### src/rtl/state_pkg.sv
// Shared definitions for the state-table writer: field layout, table limits and FSM encoding.
package state_pkg;

   localparam int POS_WIDTH   = 4;
   localparam int ADDR_WIDTH  = 12;
   localparam int STATE_WIDTH = POS_WIDTH + ADDR_WIDTH + 1;

   localparam int END_BIT    = 0;
   localparam int PARENT_LSB = 1;
   localparam int PARENT_MSB = PARENT_LSB + ADDR_WIDTH - 1;
   localparam int POS_LSB    = PARENT_MSB + 1;
   localparam int POS_MSB    = POS_LSB + POS_WIDTH - 1;

   localparam logic [ADDR_WIDTH-1:0] NULL_ADDR   = '1;
   localparam logic [ADDR_WIDTH:0]   MAX_ENTRIES = (ADDR_WIDTH+1)'((1 << ADDR_WIDTH) - 1);
   localparam int                    FIFO_DEPTH  = 4;

   typedef enum logic [1:0] {
      ST_IDLE,
      ST_WRITE,
      ST_FULL,
      ST_CLEAR
   } wr_state_t;

   function automatic logic [STATE_WIDTH-1:0] pack_state(
      input logic [POS_WIDTH-1:0]  pos,
      input logic [ADDR_WIDTH-1:0] parent,
      input logic                  end_flag
   );
      return {pos, parent, end_flag};
   endfunction

endpackage

### src/rtl/state_req_fifo.sv
// Show-ahead synchronous request FIFO; head is valid whenever empty is low.
module state_req_fifo
   import state_pkg::*;
#(
   parameter int WIDTH = STATE_WIDTH,
   parameter int DEPTH = FIFO_DEPTH
) (
   input  logic                     clk,
   input  logic                     rst,
   input  logic                     flush,
   input  logic                     push,
   input  logic [WIDTH-1:0]         push_data,
   input  logic                     pop,
   output logic [WIDTH-1:0]         head,
   output logic                     full,
   output logic                     empty,
   output logic [$clog2(DEPTH):0]   level
);

   localparam int AW = $clog2(DEPTH);

   logic [WIDTH-1:0] mem [DEPTH];
   logic [AW-1:0]    wr_idx_reg;
   logic [AW-1:0]    rd_idx_reg;
   logic [AW:0]      count_reg;
   logic             do_push;
   logic             do_pop;

   assign full    = (count_reg == (AW+1)'(DEPTH));
   assign empty   = (count_reg == '0);
   assign level   = count_reg;
   assign do_push = push && !full;
   assign do_pop  = pop && !empty;
   assign head    = mem[rd_idx_reg];

   always_ff @(posedge clk) begin
      if (do_push) begin
         mem[wr_idx_reg] <= push_data;
      end
   end

   always_ff @(posedge clk) begin
      if (rst || flush) begin
         wr_idx_reg <= '0;
         rd_idx_reg <= '0;
         count_reg  <= '0;
      end else begin
         if (do_push) begin
            wr_idx_reg <= wr_idx_reg + 1'b1;
         end
         if (do_pop) begin
            rd_idx_reg <= rd_idx_reg + 1'b1;
         end
         case ({do_push, do_pop})
            2'b10:   count_reg <= count_reg + 1'b1;
            2'b01:   count_reg <= count_reg - 1'b1;
            default: count_reg <= count_reg;
         endcase
      end
   end

endmodule

### src/rtl/state_push_writer.sv
// Buffers push requests, packs them into state words and appends them to the state table,
// returning the address assigned to each entry and flagging overflow and bad parent links.
module state_push_writer
   import state_pkg::*;
(
   input  logic                   clk,
   input  logic                   rst,
   input  logic                   clear,
   input  logic                   in_valid,
   output logic                   in_ready,
   input  logic [POS_WIDTH-1:0]   in_pos,
   input  logic [ADDR_WIDTH-1:0]  in_parent_addr,
   input  logic                   in_end,
   output logic                   we,
   output logic [STATE_WIDTH-1:0] w_data,
   output logic                   out_addr_valid,
   output logic [ADDR_WIDTH-1:0]  out_addr,
   output logic [ADDR_WIDTH:0]    wr_count,
   output logic                   full,
   output logic                   overflow,
   output logic                   err_parent
);

   localparam int LVL_W = $clog2(FIFO_DEPTH) + 1;

   wr_state_t               state_reg, state_next;
   logic [ADDR_WIDTH-1:0]   wr_ptr_reg;
   logic [ADDR_WIDTH:0]     wr_count_reg;
   logic                    overflow_reg;
   logic                    err_parent_reg;

   logic                    fifo_full;
   logic                    fifo_empty;
   logic [STATE_WIDTH-1:0]  fifo_head;
   logic [LVL_W-1:0]        fifo_level;
   logic [ADDR_WIDTH-1:0]   head_parent;

   logic table_full;
   logic accept;
   logic do_write;
   logic last_write;
   logic bad_parent;

   assign table_full  = (wr_count_reg == MAX_ENTRIES);
   assign in_ready    = !rst && !fifo_full && !table_full && (state_reg != ST_CLEAR);
   assign accept      = in_valid && in_ready && !clear;
   // clear and rst both suppress the write so a flushed entry never reaches the table
   assign do_write    = !rst && !clear && (state_reg == ST_WRITE) && !fifo_empty && !table_full;
   assign last_write  = do_write && (wr_count_reg == MAX_ENTRIES - (ADDR_WIDTH+1)'(1));
   assign head_parent = fifo_head[PARENT_MSB:PARENT_LSB];
   assign bad_parent  = (head_parent != NULL_ADDR) && (head_parent >= wr_ptr_reg);

   state_req_fifo #(
      .WIDTH (STATE_WIDTH),
      .DEPTH (FIFO_DEPTH)
   ) u_fifo (
      .clk       (clk),
      .rst       (rst),
      .flush     (clear),
      .push      (accept),
      .push_data (pack_state(in_pos, in_parent_addr, in_end)),
      .pop       (do_write),
      .head      (fifo_head),
      .full      (fifo_full),
      .empty     (fifo_empty),
      .level     (fifo_level)
   );

   always_ff @(posedge clk) begin
      if (rst) begin
         state_reg <= ST_IDLE;
      end else begin
         state_reg <= state_next;
      end
   end

   always_comb begin
      state_next = state_reg;
      if (clear) begin
         state_next = ST_CLEAR;
      end else begin
         case (state_reg)
            ST_IDLE: begin
               if (accept) state_next = ST_WRITE;
            end
            ST_WRITE: begin
               if (last_write) begin
                  state_next = ST_FULL;
               end else if (do_write && !accept && fifo_level == LVL_W'(1)) begin
                  state_next = ST_IDLE;
               end
            end
            ST_FULL:  state_next = ST_FULL;
            ST_CLEAR: state_next = ST_IDLE;
            default:  state_next = ST_IDLE;
         endcase
      end
   end

   always_ff @(posedge clk) begin
      if (rst || clear) begin
         wr_ptr_reg     <= '0;
         wr_count_reg   <= '0;
         overflow_reg   <= 1'b0;
         err_parent_reg <= 1'b0;
      end else begin
         if (do_write) begin
            // pointer saturates at the reserved NULL slot rather than wrapping
            if (wr_ptr_reg != NULL_ADDR) begin
               wr_ptr_reg <= wr_ptr_reg + 1'b1;
            end
            wr_count_reg <= wr_count_reg + 1'b1;
            if (bad_parent) begin
               err_parent_reg <= 1'b1;
            end
         end
         if (in_valid && table_full) begin
            overflow_reg <= 1'b1;
         end
      end
   end

   assign we             = do_write;
   assign out_addr_valid = do_write;
   assign w_data         = do_write ? fifo_head : '0;
   assign out_addr       = wr_ptr_reg;
   assign wr_count       = wr_count_reg;
   assign full           = table_full;
   assign overflow       = overflow_reg;
   assign err_parent     = err_parent_reg;

endmodule

### config.mk
export PLATFORM = sky130hd
export DESIGN_NAME = state_push_writer
export DESIGN_NICKNAME = d
export VERILOG_FILES = /design/src/rtl/state_pkg.sv /design/src/rtl/state_req_fifo.sv /design/src/rtl/state_push_writer.sv
export SDC_FILE = /design/constraint.sdc
export NUM_CORES = 1
export LEC_CHECK = 0
export CORE_AREA = 4 4 109 100
export DETAILED_ROUTE_END_ITERATION = 6
export DIE_AREA = 0 0 113 104
export GPL_ROUTABILITY_DRIVEN = 0
export GPL_TIMING_DRIVEN = 0
export PLACE_DENSITY = 0.84
export SLEW_MARGIN = 0
export SYNTH_ARGS = -nofsm -noshare
export SYNTH_HDL_FRONTEND = slang
export SYNTH_SLANG_ARGS = --single-unit
### constraint.sdc
create_clock -name clk -period 3.08 [get_ports clk]
set_input_delay 0.462 -clock clk [delete_from_list [all_inputs] [get_ports clk]]
set_output_delay 0.462 -clock clk [all_outputs]
set_load 0.05 [all_outputs]
==> results.json <==
{
  "die_w_um": 113,
  "syn_area_mm2": 0.00489,
  "min_period_ns": 3.02,
  "fill_cells": 752,
  "pin_count": 69,
  "via_count": 3290,
  "whs_ns": 0.485,
  "drt_iter0_markers": 259,
  "ff2ff_path_depth": 5,
  "die_area_mm2": 0.0118,
  "synth_top_area_cell": "edfxtp_1",
  "r2r_start": "u_fifo.level[0]$_SDFFE_PP0P_",
  "start_util_pct": 50.7,
  "cts_tree": "built",
  "vias_per_cell": 5.63,
  "insertion_delay_ns": 0.38,
  "cts_root_buf": "clkbuf_8",
  "startpoint_type": "flip-flop",
  "required_ns": 2.62,
  "clock.fmax_mhz": 331,
  "cellPowerDensity_mw_per_mm2": 419,
  "largest_register_ffs": 68,
  "area_delta_synth_final_pct": 20.3,
  "synth_mux_area_share_pct": 8.44,
  "drc_errors": 0,
  "dp.cells": 567,
  "synth-simple-area-share_pct": 15.0,
  "finClkSkew_ns": 0.0151,
  "synth.distinct_cells": 58,
  "grt_pass1_vias": 3318,
  "hp-class": "reg -> reg",
  "portBuffers": 68,
  "antenna_found_initial": 0,
  "p_leak_uw": 0.00207,
  "setup_viol": 0,
  "slew_viol_final": 0,
  "syn_inst": 373,
  "grt_use_total_pct": 18.2,
  "hold_depth": 2,
  "crit_start": "wr_count[1]$_SDFFE_PP0P_",
  "worstPathMaxFanout": 10,
  "synth_xor_xnor_area_share_pct": 2.68,
  "fin_crit_sh_pct": 98.2,
  "antenna_cells": 0,
  "synth_fp_nets": 418,
  "async_flop_share_pct": 0,
  "ir_drop_mv": 0.271,
  "worstPathArrival_ns": 2.56,
  "place_hpwl_mm": 7.58,
  "status": "completed",
  "first_pass_iters": 4,
  "slowest_stage": "or4_4",
  "cts.sinks": 106,
  "synthTopCellsByArea": "edfxtp_1 42%, dfxtp_1 16%, mux4_2 7.8%",
  "r2r_end": "u_fifo.mem[0][2]$_DFFE_PP_",
  "worstPathCellList": "ha_1 -> nand3_2 -> or4_4 -> buf_6 -> nand2_4 -> nor2_1 -> dlygate4sd2_1",
  "htree_levels": 3,
  "grt-ovfl-total": 0,
  "drive_gt1_share_pct": 17.5,
  "reg2reg_slack_ns": 0.19,
  "core-area_mm2": 0.00966,
  "synth_compound_area_share_pct": 6.80,
  "drt_wl_total_mm": 10.3,
  "yosysMostFrequentCell": "edfxtp_1",
  "die_h_um": 104,
  "synth_top_family_by_area": "simple AND/OR/NAND/NOR gates",
  "synthAdderAreaFrac_pct": 6.14,
  "max_stage_delay_ns": 0.60,
  "clkSlewWorstSetupHoldPaths_ns": 0.11,
  "antenna_left": 0,
  "cts_max_path_buffers": 2,
  "tightestPinTransition_ns": 0.859,
  "crit_path_end_kind": "primary output",
  "synth-seq-area-share_pct": 57.3,
  "synth_commonest_cells": "68 x edfxtp_1, 38 x dfxtp_1, 27 x nor2_1",
  "hold_violations": 0,
  "grt_max_degree": 21,
  "crit_type": "reg -> out",
  "hold_buffers": 0,
  "stdcell_count": 584,
  "ys_seq_elements": 106,
  "synth_warnings": 0,
  "hp-start": "overflow$_SDFFE_PP0P_",
  "wl_per_cell_um": 17.6,
  "grt_pass1_wl_mm": 17.1,
  "post-synth-top-area-fraction_pct": 41.7,
  "cap_violations": 0,
  "whs_endpoint": "overflow$_SDFFE_PP0P_",
  "synth-edff-count": 68,
  "rows": 34,
  "maxSlewHeadroom_pct": 42.7,
  "synth_flop_cell": "edfxtp_1",
  "syn_avg_cell_area_um2": 13.1,
  "fin_nets": 498,
  "cts_buffers": 9
}
-- per-stage QoR --
| step | TNS [ns] | utilization, % | power [uW] | instance area, um^2 | setup WS [ns] |
|---|---|---|---|---|---|
| 5_1_grt | -0.188 | 60.9 | 2560 | 5880 | -0.0230 |
| 3_5_place_dp | -18.34 | 59.4 | 1670 | 5730 | -0.958 |
| 3_3_place_gp | -18.54 | 59.4 | 1660 | 5730 | -0.959 |
| 4_1_cts | -0.0870 | 61.0 | 2480 | 5890 | -0.0870 |
| 6_report | 0 | 60.9 | 2460 | 5880 | 0.0564 |
| 2_1_floorplan | 0 | - | 1610 | 4890 | 0.201 |
-- layout by cell type, fill, tap and decap left out, types with 4 or more instances in the layout --
cell type	n
dfxtp_1	36
o21ai_0	5
buf_4	4
dlygate4sd2_1	9
a21oi_1	14
inv_8	4
clkbuf_8	9
nand2b_1	4
or3_1	5
nand3_1	10
nor2_1	27
xor2_1	4
edfxtp_1	68
nand4_1	9
clkdlybuf4s50_1	47
nor3_1	9
mux4_2	17
and3_1	18
a21o_1	4
nand2_1	13
buf_2	13
xnor2_1	11
ha_1	24
inv_1	22
nor4_2	6
-- layout make-up --
class / count / area (um^2) / share of cell area (%)
well taps: 126 / 158 / 2.68
inverters: 25 / 93.8 / 1.59
clock buffers: 9 / 124 / 2.11
flip-flops and latches: 106 / 2810 / 47.7
clock inverters: 7 / 65.1 / 1.11
repair buffers: 70 / 629 / 10.7
plain buffers: 13 / 87.6 / 1.49
multi-input cells: 228 / 1920 / 32.7
-- how the worst max path moves through the flow --
stage | endpoint | slack (ns) | depth (start not counted)
after floorplan | u_fifo.level[2]$_SDFFE_PP0P_ | 0.20 | 9
final | w_data[1] | 0.06 | 7
after global placement | w_data[11] | -0.96 | 7
after detailed placement | w_data[8] | -0.96 | 7
after CTS | w_data[10] | -0.09 | 7
after global routing | u_fifo.mem[0][9]$_DFFE_PP_ | -0.02 | 5
-- logic make-up after synthesis --
logic type                 after synthesis
DFF                                    106
and+or+nand+nor                        122
muxes                                   20
xor gates and xnor gates                15
AOI/OAI and AO/OA                       47
buffers and inverters                   39
adders and majority gates               24
-- routing by layer --
layer  GRT usage (%)  vias to the layer above  share of wire, %
met3            3.66                       16               5.7
met4            5.92                        0               2.1
met1            23.9                     1604                43
met5               0                        -                 0
met2            30.1                       97                50
li1                -                     1573                 -
-- power by group --
part	switching, uW	internal, uW	leakage, uW
combinational	61.2	48.7	0.00105
sequential	5.09	1520	0.000922
clock	512	317	0.0000952
-- worst max-delay path, delay by kind of cell, from the launching register on --
kind	cells	cell delay, ns
simple gates	4	0.98
fa+ha+maj	1	0.21
buf+inv	2	0.60
flops	1	0.40
-- repair_timing --
| item | CTS | global route |
|---|---|---|
| setup endpoints to repair | 21 | 66 |
| resized for setup | 67 | 10 |
| buffers inserted | 1 | 1 |
| pin swaps | 1 | 1 |
Note: power is estimated with default switching activity, not from simulation.
